$ cat config.mk
export PLATFORM = sky130hd
export DESIGN_NAME = prog_delay_line
export DESIGN_NICKNAME = d
export VERILOG_FILES = /design/src/rtl/prog_delay_pkg.sv /design/src/rtl/prog_delay_line_chan.sv /design/src/rtl/prog_delay_line.sv
export SDC_FILE = /design/constraint.sdc
export NUM_CORES = 1
export LEC_CHECK = 0
export BUFFER_PORTS_ARGS = -buffer_cell sky130_fd_sc_hd__buf_2
export CAP_MARGIN = 40
export CORE_UTILIZATION = 61
export CTS_CLUSTER_DIAMETER = 30
export CTS_CLUSTER_SIZE = 25
export DETAILED_ROUTE_END_ITERATION = 6
export PLACE_DENSITY = 0.84
export SLEW_MARGIN = 10
export SYNTH_ARGS = -nofsm -noshare
export SYNTH_HDL_FRONTEND = slang
export SYNTH_SLANG_ARGS = --single-unit
$ cat constraint.sdc
create_clock -name clk -period 4.8 [get_ports clk]
set_input_delay 0.96 -clock clk [delete_from_list [all_inputs] [get_ports clk]]
set_output_delay 0.96 -clock clk [all_outputs]
set_load 0.02 [all_outputs]
$ cat src/rtl/prog_delay_pkg.sv
// Shared types and helpers for the programmable multi-channel delay line.
package prog_delay_pkg;

    typedef enum logic {
        RUN    = 1'b0,
        SETTLE = 1'b1
    } chan_state_t;

    function automatic int dly_width(input int depth);
        return $clog2(depth + 1);
    endfunction

    function automatic int ptr_width(input int depth);
        return (depth > 1) ? $clog2(depth) : 1;
    endfunction

    // Requested delays are forced into the legal range 1..depth.
    function automatic int clamp_delay(input int req, input int depth);
        if (req < 1)
            return 1;
        if (req > depth)
            return depth;
        return req;
    endfunction

endpackage

$ cat src/rtl/prog_delay_line_chan.sv
// One delay channel: ring buffer of {valid,data}, programmable delay and a
// RUN/SETTLE flush FSM driving a registered output.
module delay_chan
    import prog_delay_pkg::*;
#(
    parameter int WIDTH     = 8,
    parameter int DEPTH     = 16,
    parameter int RST_DELAY = 4,
    parameter int DW        = 5,
    parameter int PW        = 4
) (
    input  logic             clk,
    input  logic             rstn,
    input  logic [PW-1:0]    wp,
    input  logic             in_valid,
    input  logic [WIDTH-1:0] in_data,
    input  logic             cfg_hit,
    input  logic [DW-1:0]    cfg_delay,
    output logic             out_valid,
    output logic [WIDTH-1:0] out_data,
    output logic             busy
);

    logic [DEPTH-1:0] vmem;
    logic [WIDTH-1:0] dmem [DEPTH];
    logic [DW-1:0]    dly;
    logic [DW-1:0]    cnt, cnt_nx;
    chan_state_t      state, state_nx;
    int               rd_i;
    logic [PW-1:0]    rd_idx;
    logic             rd_valid;

    // Read slot is (wp - D) mod DEPTH; D == DEPTH reads the slot being overwritten.
    always_comb begin
        rd_i = 0;
        if (int'(wp) >= int'(dly))
            rd_i = int'(wp) - int'(dly);
        else
            rd_i = int'(wp) + DEPTH - int'(dly);
    end
    assign rd_idx   = PW'(rd_i);
    assign rd_valid = vmem[rd_idx] && (state_nx == RUN);

    always_ff @(posedge clk) begin
        dmem[wp] <= in_data;
    end

    always_ff @(posedge clk or negedge rstn) begin
        if (!rstn) begin
            vmem      <= '0;
            dly       <= DW'(RST_DELAY);
            out_valid <= 1'b0;
            out_data  <= '0;
        end else begin
            // A reconfiguration drops everything in flight but keeps the
            // sample arriving on the same edge.
            if (cfg_hit)
                vmem <= '0;
            vmem[wp] <= in_valid;
            if (cfg_hit)
                dly <= cfg_delay;
            out_valid <= rd_valid;
            if (rd_valid)
                out_data <= dmem[rd_idx];
        end
    end

    always_ff @(posedge clk or negedge rstn) begin
        if (!rstn) begin
            state <= RUN;
            cnt   <= '0;
        end else begin
            state <= state_nx;
            cnt   <= cnt_nx;
        end
    end

    always_comb begin
        state_nx = state;
        cnt_nx   = cnt;
        if (cfg_hit) begin
            state_nx = SETTLE;
            cnt_nx   = cfg_delay;
        end else if (state == SETTLE) begin
            if (cnt <= DW'(1))
                state_nx = RUN;
            else
                cnt_nx = cnt - 1'b1;
        end
    end

    always_comb begin
        busy = (state == SETTLE);
    end

endmodule

$ cat src/rtl/prog_delay_line.sv
// Multi-channel programmable delay line: shared write pointer, config decode
// and error flag around NCH independent delay channels.
module prog_delay_line
    import prog_delay_pkg::*;
#(
    parameter int WIDTH     = 8,
    parameter int NCH       = 4,
    parameter int DEPTH     = 16,
    parameter int RST_DELAY = 4,
    parameter int DW        = dly_width(DEPTH),
    parameter int CW        = (NCH > 1) ? $clog2(NCH) : 1
) (
    input  logic                 clk,
    input  logic                 rstn,
    input  logic [NCH-1:0]       in_valid,
    input  logic [NCH*WIDTH-1:0] in_data,
    output logic [NCH-1:0]       out_valid,
    output logic [NCH*WIDTH-1:0] out_data,
    input  logic                 cfg_we,
    input  logic [CW-1:0]        cfg_ch,
    input  logic [DW-1:0]        cfg_delay,
    output logic                 cfg_err,
    output logic [NCH-1:0]       busy
);

    localparam int PW = ptr_width(DEPTH);

    logic [PW-1:0]  wp;
    logic [NCH-1:0] cfg_hit;
    logic           ch_bad, dly_bad;
    logic [DW-1:0]  cfg_dly_c;

    assign ch_bad    = int'(cfg_ch) >= NCH;
    assign dly_bad   = (cfg_delay == '0) || (int'(cfg_delay) > DEPTH);
    assign cfg_dly_c = DW'(clamp_delay(int'(cfg_delay), DEPTH));

    always_ff @(posedge clk or negedge rstn) begin
        if (!rstn) begin
            wp      <= '0;
            cfg_err <= 1'b0;
        end else begin
            wp      <= (int'(wp) == DEPTH - 1) ? '0 : wp + 1'b1;
            cfg_err <= cfg_we && (ch_bad || dly_bad);
        end
    end

    for (genvar c = 0; c < NCH; c++) begin : g_chan
        assign cfg_hit[c] = cfg_we && (int'(cfg_ch) == c);

        delay_chan #(
            .WIDTH     (WIDTH),
            .DEPTH     (DEPTH),
            .RST_DELAY (RST_DELAY),
            .DW        (DW),
            .PW        (PW)
        ) u_chan (
            .clk       (clk),
            .rstn      (rstn),
            .wp        (wp),
            .in_valid  (in_valid[c]),
            .in_data   (in_data[c*WIDTH +: WIDTH]),
            .cfg_hit   (cfg_hit[c]),
            .cfg_delay (cfg_dly_c),
            .out_valid (out_valid[c]),
            .out_data  (out_data[c*WIDTH +: WIDTH]),
            .busy      (busy[c])
        );
    end

endmodule

== Word level (Yosys, flattened, before mapping) ==
Memories as Yosys holds them, arrays and structs flattened. A register that Yosys moved wholly into a read port is not among the register bits.
Cells that the tools add are included.
Cells by class
  eq/ne operators: 8
  reductions and logical operators: 25
  mux-type cells: 54
  bitwise gates (word level): 4
  add/sub/neg operators: 14
  $lt $le $gt $ge: 16
Operators by type and width (count)
  2-to-1 mux 5 bit: 15
  bitwise mux 16 bit: 4
  2-to-1 mux 16 bit: 4
  subtractor 4 bit: 8
  < comparator 4 x 5 -> 1 bit (second input constant): 5
  2-to-1 mux 1 bit: 21
  greater-or-equal comparator 4 x 5 -> 1 bit: 4
  less-or-equal comparator 5 x 1 -> 1 bit (second input constant): 4
  2-to-1 mux 4 bit: 5
  subtractor 5 x 1 -> 5 bit (second input constant): 4
  binary-select mux 1 bit (select 4 bit): 4
  logical AND 1 bit: 10
  adder 4 x 1 -> 4 bit (second input constant): 2
  inequality test 2 x 1 -> 1 bit (second input constant): 4
  AND reduction 2 bit: 4
  nonzero test 2 bit: 4
  > comparator 5 bit (second input constant): 1
  zero test 5 bit: 1
  < comparator 5 x 1 -> 1 bit (second input constant): 1
  demux 1 bit (select 4 bit): 1
  == test 2 bit (second input constant): 2
  == test 4 x 1 -> 1 bit (second input constant): 1
  greater-or-equal comparator 4 x 1 -> 1 bit (second input constant): 1
  zero test 1 bit: 4
  4 further kinds: 7
Word-level totals
  logic and storage cells: 147
  output and inout port bits: 41
  memories: 4
  bits of input ports: 46
  bits in registers: 117
  RAM bits: 512
Memories
  g_chan[0].u_chan.dmem: words 16, bits a word 8, read ports 1, clocked after Yosys merged registers in 1, wr ports 1, line prog_delay_line_chan.sv:25  | logic [WIDTH-1:0] dmem [DEPTH];
  g_chan[1].u_chan.dmem: words 16, bits a word 8, read ports 1, clocked after Yosys merged registers in 1, wr ports 1, line prog_delay_line_chan.sv:25
  g_chan[2].u_chan.dmem: words 16, bits a word 8, read ports 1, clocked after Yosys merged registers in 1, wr ports 1, line prog_delay_line_chan.sv:25
  g_chan[3].u_chan.dmem: words 16, bits a word 8, read ports 1, clocked after Yosys merged registers in 1, wr ports 1, line prog_delay_line_chan.sv:25

== Logic depth before layout (Yosys ltp) ==
  word-level depth: 6
  depth in mapped cells: 11
  depth with buffers taken out: 9

== By module ==
From an unflattened synthesis, not the netlist that was laid out.
Unflattened totals
  cells, all modules: 1518
  area, all modules: 27107.2 µm²
Modules (own cells, without submodules)
  delay_chan (g_chan[0].u_chan ...): times used 2, cells an instance 373, area an instance 6702.7 µm², seq. area each 4720.8 µm²
  delay_chan (g_chan[1].u_chan): times used 1, cells an instance 373, area an instance 6725.2 µm², seq. area each 4720.8 µm²
  delay_chan (g_chan[3].u_chan): times used 1, cells an instance 372, area an instance 6693.9 µm², seq. area each 4720.8 µm²
  prog_delay_line: times used 1, cells an instance 27, area an instance 282.8 µm², seq. area each 125.1 µm²

== Worst setup path before layout ==
Ideal clock, no wire load.
  path type: register to register
  start point: register wp[1]
  end point: register g_chan[3].u_chan.vmem[0]
  library setup time: 278 ps
  clock period less this slack: 4251 ps
  arrival time: 3973 ps
  cell stages (with the launch flop): 5
  buffers on the path: 0
  path slack: 549 ps
  cell sequence: dfrtp_1 > inv_1 > ha_1 > nor3b_1 > o21ai_0
On the way
  longest elaborated chain between the ends: 5
Ends and longest elaborated chain
  from (decl): line prog_delay_line.sv:28  | logic [PW-1:0] wp;
  from (signal assigned): line prog_delay_line.sv:42  | wp <= (int'(wp) == DEPTH - 1) ? '0 : wp + 1'b1;
  < comparator 4 x 5 -> 1 bit (implied by the code) or greater-or-equal comparator 4 x 1 -> 1 bit (tied branches): line prog_delay_line_chan.sv:59  | vmem[wp] <= in_valid;
  logical AND 1 bit (implied by the code): line prog_delay_line_chan.sv:59
  2-to-1 mux 1 bit (implied by the code): line prog_delay_line_chan.sv:59
  demux 1 bit (select 4 bit) *
  bitwise mux 16 bit *: line prog_delay_line_chan.sv:59
  to (signal, indexed assignment): line prog_delay_line_chan.sv:59
  to (decl): line prog_delay_line_chan.sv:24  | logic [DEPTH-1:0] vmem;
Mark *: on every way between the ends. The rest lies on a longest branch, timed or not.
A chain may end at the register's enable or synchronous reset.

== Final worst setup path ==
  start point: register wp[0]
  end point: register g_chan[0].u_chan.out_data[6] (read register of g_chan[0].u_chan.dmem)
On the way
  longest elaborated chain between the ends: 6
Ends and longest elaborated chain
  adder 4 x 1 -> 4 bit: line prog_delay_line_chan.sv:39  | rd_i = int'(wp) + DEPTH - int'(dly);
  subtractor 4 bit: line prog_delay_line_chan.sv:39
  2-to-1 mux 4 bit *: line prog_delay_line_chan.sv:36  | if (int'(wp) >= int'(dly))
  binary-select mux 1 bit (select 4 bit): line prog_delay_line_chan.sv:42  | assign rd_valid = vmem[rd_idx] && (state_nx == RUN);
  2-to-1 mux 1 bit (implied by the code): line prog_delay_line_chan.sv:42
  logical AND 1 bit: line prog_delay_line_chan.sv:42
  to (decl): line prog_delay_line_chan.sv:20  | output logic [WIDTH-1:0] out_data,
Mark *: on every way between the ends. The rest lies on a longest branch, timed or not. The select of a mux whose other input is x is not followed.

==> qor.csv <==
metric,value,unit
Fin Clk Skew,0.0277,ns
Skew-Pair Late Insertion Delay,0.64,ns
Routed Antenna Nets,0,
unique cell type count in the Yosys netlist,44,
die span in y,211,um
I/O pin total,87,
Reg2Reg Capture Point,g_chan[0].u_chan.out_data[6],
first-pass GRT wire length,96400,um
HP Class,in2async,
CTS HTree Levels,3,
worst-margin pin slew,0.962,ns
Core Box Area,43100,sq um
CP max FO,36,
cell area power density,545,nW/um^2
fin. max-slew vios,0,
HPWL after DPL,32500,um
GR Overflow Total,0,
max cap viols,0,
sequential element share of the synthesized area,0.713,
Residual DRC,0,
startpoint types,register,
Detailed Route Iter0 Violations,1859,
crit path kind,reg2reg,
number of setup buffers added after CTS,0,
post-synthesis area per instance,18.8,sq um
worst-case reg-to-reg path depth,10,
number of global-route vias before repair,15500,
initial antenna violation count,3,
FF-to-FF Start,wp[0],
clock root buffer,clkbuf_16,
number of cells after detailed placement,2050,
Worst-path clk slew,0.05,ns
most frequent cells in the layout,"512 x edfxtp_1, 144 x mux4_2, 141 x dfrtp_1, 111 x clkbuf_16, 100 x mux2i_1",
CTS tree,done,
"Slowest-stage cell, CP",a211o_1,
Final setup viols,0,
Ys Warns,0,
period utilisation layout,0.849,
post-route insts no fill,2255,
"most common cell after layout, fill and taps aside",edfxtp_1,
"Req. time, crit path",5.30,ns
area delta synth->final,18.6,%
GRT Util Overall,0.299,
DR vias,14700,
Syn Std Cell Area,26700,sq um
Clock Sinks,657,
CTS-repair resized insts,0,
Pleak,11.6,nW
most frequent CP cell,inv_1,
wire per inst,28.5,um
number of flops mapped to enable cells by yosys,512,
Initial Utilization,0.619,
worst vdd ir,0.386,mV
share of layout cells above drive strength 1,0.310,
register bit total from synthesis,657,
1st-pass router iterations,5,
final count of hold timing violations,0,
# hold bufs at CTS,0,
Routed WL,64400,um
"Power, Total",17.2,mW
max frequency,0.245,GHz
Worst Setup End Kind,register,
"slowest stage delay, CP",0.50,ns
Synth Flop Type,edfxtp_1,
Mapped Cells,1422,
pin count of the biggest net entering global routing,86,
Mapped Nets,1497,
Tmin final,4.08,ns
share of flip-flops with an asynchronous set or reset,0.221,
launch point of the critical path,wp[0],
Reg2Reg Setup Slack,0.72,ns
Slew headroom,0.359,
status,completed,
GPL Wtd Cong,0.770,
CTS Buffer Depth,3,
area post-placement,27900,sq um
TritonCTS buffer count,108,
"Design Area, Final",31600,sq um
Fillers,2246,
Setup TNS,0,ns
Final nets,1651,
Horiz. Die Dim,211,um
Site Rows,76,
CP Data Arrival Time,4.57,ns
RSZ-0062 raised after global routing,false,
Die Footprint,44600,sq um
# port buffers,86,
critical-path cell list,inv_1 -> ha_2 -> inv_1 -> fa_1 -> buf_4 -> mux4_2 -> nor2b_1 -> a2111oi_2 -> a211o_1 -> mux2_1,
vias per cell,6.50,
## cells by family after synthesis
family,after synthesis,share of synthesized area
adder cells (fa/ha/maj),29,0.0147
flip-flops,657,0.713
buffers and inverters,116,0.0208
AO/OA/AOI/OAI,127,0.0332
multiplexers,278,0.176
XOR/XNOR,25,0.0102
AND/OR/NAND/NOR,190,0.0328
## cell usage after synthesis (3+ instances only)
library cell | count | share of area
a21boi_1 | 4 | 0.0011
a21o_1 | 3 | 0.00084
a21oi_1 | 13 | 0.0024
a22o_1 | 49 | 0.016
and2_1 | 9 | 0.0021
and3_1 | 7 | 0.0016
and3b_1 | 6 | 0.0020
buf_1 | 3 | 0.00042
buf_2 | 17 | 0.0032
buf_4 | 10 | 0.0028
buf_6 | 8 | 0.0034
clkbuf_1 | 50 | 0.0070
dfrtp_1 | 141 | 0.13
dfstp_2 | 4 | 0.0039
edfxtp_1 | 512 | 0.58
fa_1 | 4 | 0.0030
ha_1 | 25 | 0.012
inv_1 | 26 | 0.0037
mux2_1 | 16 | 0.0068
mux2_4 | 16 | 0.0090
mux2i_1 | 100 | 0.038
mux4_2 | 144 | 0.12
nand2_1 | 64 | 0.0090
nand3_1 | 7 | 0.0013
nor2_1 | 66 | 0.0093
nor2b_1 | 10 | 0.0023
nor3_1 | 8 | 0.0015
o21ai_0 | 48 | 0.0090
o21bai_1 | 4 | 0.0011
or2_2 | 4 | 0.00094
xnor2_1 | 6 | 0.0020
xor2_1 | 15 | 0.0049
## sequential cells by signal, indices dropped and copies added (netlist names)
| signal | flops |
|---|---|
| g_chan.u_chan.dmem | 512 |
| g_chan.u_chan.out_valid | 4 |
| g_chan.u_chan.out_data | 32 |
| g_chan.u_chan.dly | 16 |
| g_chan.u_chan.cnt | 20 |
| g_chan.u_chan.busy | 4 |
| g_chan.u_chan.vmem | 64 |
| cfg_err | 1 |
| wp | 4 |
## layout make-up
type / count / area (sq um) / share of cell area
Antenna cell: 1 / 2.50 / 0.0000791
Clock buffer: 134 / 2940 / 0.0931
Clock inverter: 69 / 719 / 0.0227
Inverter: 28 / 105 / 0.00332
Multi-Input combinational cell: 649 / 7160 / 0.226
Sequential cell: 657 / 19000 / 0.601
Tap cell: 585 / 732 / 0.0231
Timing Repair Buffer: 132 / 957 / 0.0303
## metal layers
metal / up-vias / track usage / routed length [um]
li1: 5926 / - / -
met1: 7561 / 0.400 / 23500
met2: 952 / 0.475 / 32000
met3: 214 / 0.0633 / 6290
met4: 4 / 0.144 / 2570
met5: - / 0 / 30
## worst max-delay path by stage
stage                                   end  slack (ns)  depth (start not counted)
2_1_floorplan      g_chan[3].u_chan.vmem[0]        0.55                          4
3_3_place_gp   g_chan[0].u_chan.out_data[3]        1.07                         10
3_5_place_dp   g_chan[0].u_chan.out_data[5]        0.91                         10
4_1_cts        g_chan[0].u_chan.out_data[6]        0.76                         10
5_1_grt        g_chan[0].u_chan.out_data[0]        0.66                         10
6_report       g_chan[0].u_chan.out_data[6]        0.72                         10
## where the power goes
| group | switching [mW] | total [mW] | internal [mW] | leakage, nW |
|---|---|---|---|---|
| clock | 2.78 | 7.74 | 4.96 | 1.79 |
| combinational | 1.50 | 2.73 | 1.23 | 3.39 |
| sequential | 0.271 | 6.76 | 6.49 | 6.45 |
| total | 4.55 | 17.2 | 12.7 | 11.6 |
## per-stage QoR
step | utilization | hold WS [ns] | setup slack [ns]
2_1_floorplan | - | 0.460 | 0.549
3_3_place_gp | 0.643 | 0.469 | 1.07
3_5_place_dp | 0.649 | 0.480 | 0.912
4_1_cts | 0.734 | 0.141 | 0.763
5_1_grt | 0.734 | 0.153 | 0.655
6_report | 0.734 | 0.164 | 0.724
## worst max-delay path, delay by kind of cell, from the launching register on
family                   cells  cell delay, ns
AO/OA/AOI/OAI                2            0.90
AND/OR/NAND/NOR              1            0.16
adder cells (fa/ha/maj)      2            0.78
multiplexers                 2            0.78
flip-flops                   1            0.43
buffers and inverters        3            0.87
Note: power is estimated with default switching activity, not from simulation.
